==> config.mk <==
export PLATFORM = sky130hd
export DESIGN_NAME = rr_port_arbiter
export DESIGN_NICKNAME = d
export VERILOG_FILES = /design/src/rtl/rr_port_arbiter.sv
export SDC_FILE = /design/constraint.sdc
export NUM_CORES = 1
export LEC_CHECK = 0
export ABC_AREA = 1
export ABC_CLOCK_PERIOD_IN_PS = 3900
export CORE_ASPECT_RATIO = 0.6
export CORE_UTILIZATION = 61
export DETAILED_ROUTE_END_ITERATION = 16
export GPL_TIMING_DRIVEN = 0
export PLACE_DENSITY = 0.84
export SETUP_SLACK_MARGIN = 0.02
export SKIP_CTS_REPAIR_TIMING = 1
export SLEW_MARGIN = 20
export SYNTH_ARGS = -nofsm -noshare
export SYNTH_HDL_FRONTEND = slang
export SYNTH_SLANG_ARGS = --single-unit
==> constraint.sdc <==
create_clock -name clk -period 3.9 [get_ports clk]
set_input_delay 0.78 -clock clk [delete_from_list [all_inputs] [get_ports clk]]
set_output_delay 0.78 -clock clk [all_outputs]
set_load 0.01 [all_outputs]
==> src/rtl/rr_port_arbiter.sv <==
// rr_port_arbiter: four-requester round-robin arbiter for a shared pipeline port.
// One owner is registered at a time and drives a one-hot grant. The owner keeps
// the grant while its request stays high. A bounded hold time forces a handoff
// when other requesters are waiting.

module rr_port_arbiter #(
    parameter int MAX_HOLD = 8
) (
    input  logic       clk,
    input  logic       reset_n,
    input  logic [3:0] req,
    output logic [3:0] grant,
    output logic [1:0] grant_id,
    output logic       grant_valid,
    output logic       preempt
);

    localparam int HW = $clog2(MAX_HOLD) + 1;
    localparam logic [HW-1:0] HOLD_LAST = HW'(MAX_HOLD - 1);

    localparam logic [0:0] IDLE = 1'b0;
    localparam logic [0:0] BUSY = 1'b1;

    logic [0:0]    state_q, state_d;
    logic [1:0]    ptr_q, ptr_d;
    logic [HW-1:0] hold_q, hold_d;
    logic [1:0]    owner_q, owner_d;
    logic [3:0]    grant_q, grant_d;
    logic          preempt_q, preempt_d;

    logic [3:0]    ownerMask;
    logic [3:0]    others;
    logic [1:0]    ownerNext;

    function automatic logic [3:0] decode(input logic [1:0] id);
        return 4'b0001 << id;
    endfunction

    // First set bit of mask, searching upward from start and wrapping modulo 4.
    function automatic logic [1:0] pick(input logic [3:0] mask, input logic [1:0] start);
        logic [1:0] idx;
        logic [1:0] sel;
        logic       found;
        sel   = start;
        found = 1'b0;
        for (int i = 0; i < 4; i++) begin
            idx = start + 2'(i);
            if (!found && mask[idx]) begin
                sel   = idx;
                found = 1'b1;
            end
        end
        return sel;
    endfunction

    assign ownerMask = decode(owner_q);
    assign others    = req & ~ownerMask;
    assign ownerNext = owner_q + 2'd1;

    // Next-state arbitration: grant from idle, handoff on release, preempt on hold expiry.
    always_comb begin
        state_d   = state_q;
        ptr_d     = ptr_q;
        hold_d    = hold_q;
        owner_d   = owner_q;
        preempt_d = 1'b0;
        grant_d   = 4'b0000;

        if (state_q == IDLE) begin
            if (req != 4'b0000) begin
                owner_d = pick(req, ptr_q);
                state_d = BUSY;
                hold_d  = '0;
            end
        end else begin
            if (!req[owner_q]) begin
                // Owner released; hand off on the same edge if anyone else waits.
                ptr_d  = ownerNext;
                hold_d = '0;
                if (others != 4'b0000) begin
                    owner_d = pick(others, ownerNext);
                end else begin
                    state_d = IDLE;
                end
            end else if (hold_q == HOLD_LAST && others != 4'b0000) begin
                // Hold budget used up with competitors pending: force a handoff.
                owner_d   = pick(others, ownerNext);
                ptr_d     = owner_d + 2'd1;
                hold_d    = '0;
                preempt_d = 1'b1;
            end else if (hold_q != HOLD_LAST) begin
                hold_d = hold_q + HW'(1);
            end
        end

        if (state_d == BUSY) begin
            grant_d = decode(owner_d);
        end
    end

    // Arbiter state registers with asynchronous active-low reset.
    always_ff @(posedge clk or negedge reset_n) begin
        if (!reset_n) begin
            state_q   <= IDLE;
            ptr_q     <= 2'd0;
            hold_q    <= '0;
            owner_q   <= 2'd0;
            grant_q   <= 4'b0000;
            preempt_q <= 1'b0;
        end else begin
            state_q   <= state_d;
            ptr_q     <= ptr_d;
            hold_q    <= hold_d;
            owner_q   <= owner_d;
            grant_q   <= grant_d;
            preempt_q <= preempt_d;
        end
    end

    assign grant       = grant_q;
    assign grant_id    = owner_q;
    assign grant_valid = (state_q == BUSY);
    assign preempt     = preempt_q;

endmodule
==> metrics <==
largest net degree at the start of global routing 15; clk slew on worst S/H paths 0.06 ns; Mapped Area between 1000 and 1500 µm²; DP Wirelength 2670 µm; Synth async-reset ratio 100%; Avg Inst Size Synth 6.60 µm²; Antenna Cells 0; share of cells above drive strength 1 19.5%; Startpoint Class flop; unrepaired setup endpoints after global routing no; DR vias ~1500; crit path kind flop to flop; TritonCTS Sinks 14; Worst-Skew Late Latency around 0.25 ns; Via density 5.53; Gate Count Post-Synth 220; design area 1660 µm²; register area ~350 µm²; final net count around 250; die area 2580 µm²; Worst Skew approximately 0.011 ns; die extent in x 65.0 µm; CP max FO 11; antenna violations before repair 0; area leader, netlist dfrtp_1; max-slew violation count 0; slew at the pin closest to its max-slew limit between 0.6 and 0.7 ns; io pins 14; vias in the first global route 1199; Worst Path Required around 4 ns; multi-input logic area 965 µm²; Hold Path Class flop to flop; CTS Buf Count 3; yosys warns 0; Post-synth EDFFs 0; main flop type after synthesis dfrtp_1; Period Utilization, post-route approximately two thirds; Starting Density 65.6%; DP Area 1620 µm²; Total GRT Usage 28.9%; top cells by area, synth dfrtp_1, nand2_1, nand3_1; status finished, final reports clean; first-pass GRT wire length about 5500 µm; # fillers 168; grt ovf 0; Antenna Violating Nets Remaining 0; RePlAce Congestion 0.914; synthesized net count about 230; top-count cell post-synth nand2_1; routed len/inst 13.0 µm; Chip Height approximately 40 µm; Pre-Repair DR Iteration Count 5; clk root buf clkbuf_8; CTS tree built; Final Hold Vio Count 0; sequential-to-total area share from yosys stat between 20% and 30%; most frequent cells after synthesis nand2_1, nand3_1, inv_1; Layout area overhead 14.4%; core area ~2200 µm²; WP data arrival 2.78 ns; # rows 13; CTS H-tree lvls 1; post-synthesis cell type count 29; Max Freq 0.377 GHz; final WL 3450 µm; drc violations 0; max_cap viols 0; synthesized flop and latch total 14; Final setup viols 0; post-synth top area share 24.1%; port bufs 13; Fin Setup TNS 0 ns; worst rel slew slack a little under three fifths; fin crit period 2.65 ns; worst-case clock buffer depth 2; initial drt markers between 100 and 150; critical path endpoint category flop
==> stage by stage <==
step           util, %  cells  worst slack, ns  hold slack [ns]
2_1_floorplan        -    220             1.58            0.478
3_5_place_dp      73.2    263             1.16            0.507
5_1_grt           75.1    266             1.03            0.530
4_1_cts           75.1    266             1.30            0.515
3_3_place_gp      73.2    263             1.23            0.499
6_report          75.1    266             1.25            0.515
==> final cells by class <==
type | count | area share [%]
repair buffers | 13 | 7.84
inverters | 27 | 6.10
multi-input cells | 175 | 58.1
plain buffers | 4 | 2.11
clock buffers | 3 | 2.49
well taps | 30 | 2.26
flip-flops and latches | 14 | 21.1
==> worst max-delay path: stages (launching register included) <==
cell and delay [ns]:
dfrtp_1 0.50, inv_2 0.13, buf_6 0.17, ha_1 0.39, inv_2 0.18, nand2_2 0.09, nand2_4 0.10, nand3_1 0.07
nand2_1 0.10, and2_4 0.19, nand3_1 0.09, nand3_1 0.12, nand3_1 0.09, nand2_2 0.09, nand2_2 0.07, and2_1 0.14
==> kinds of logic after synthesis <==
kind of cell / Yosys count / synth area share (%)
multiplexers: 1 / 0.690
XOR/XNOR: 2 / 1.21
adder cells (fa/ha/maj): 5 / 4.31
flip-flops: 14 / 24.1
buffers and inverters: 31 / 9.40
AO/OA/AOI/OAI: 21 / 9.14
AND/OR/NAND/NOR: 146 / 51.1
==> registers in the layout, summed over array words and instances, names as in the netlist <==
signal	flops
grant_id	2
hold_q	4
ptr_q	2
preempt	1
grant	4
grant_valid	1
==> cells in the final DEF, fill, tap and decap left out, drive strengths merged <==
master / instances
a21oi: 6
a22oi: 1
a31oi: 2
and2: 2
buf: 4
clkbuf: 3
clkdlybuf4s50: 13
dfrtp: 14
ha: 5
inv: 27
mux2i: 1
nand2: 85
nand3: 44
nand4: 2
nor2: 12
nor3: 1
o21ai: 12
xnor2: 1
xor2: 1
==> final timing paths <==
path                        startpoint        end  slack [ns]  depth (start not counted)
min in group asynchronous      reset_n  hold_q[3]        0.93                          1
min                          hold_q[0]  hold_q[0]        0.52                          1
min reg2reg                  hold_q[0]  hold_q[0]        0.52                          1
max                        grant_id[0]   grant[1]        1.25                         15
max in group asynchronous      reset_n   grant[1]        2.55                          1
max reg2reg                grant_id[0]   grant[1]        1.25                         15
==> layer usage <==
layer	vias up	GRT usage [%]	routed length, µm
li1	747	-	-
met1	676	38.9	1640
met2	46	49.7	1600
met3	2	6.98	198
met4	0	0.556	12
met5	-	0	0
Power is left out: the tool's default activity adds up to more than one toggle a clock period on the data nets, which glitch-free logic cannot reach.
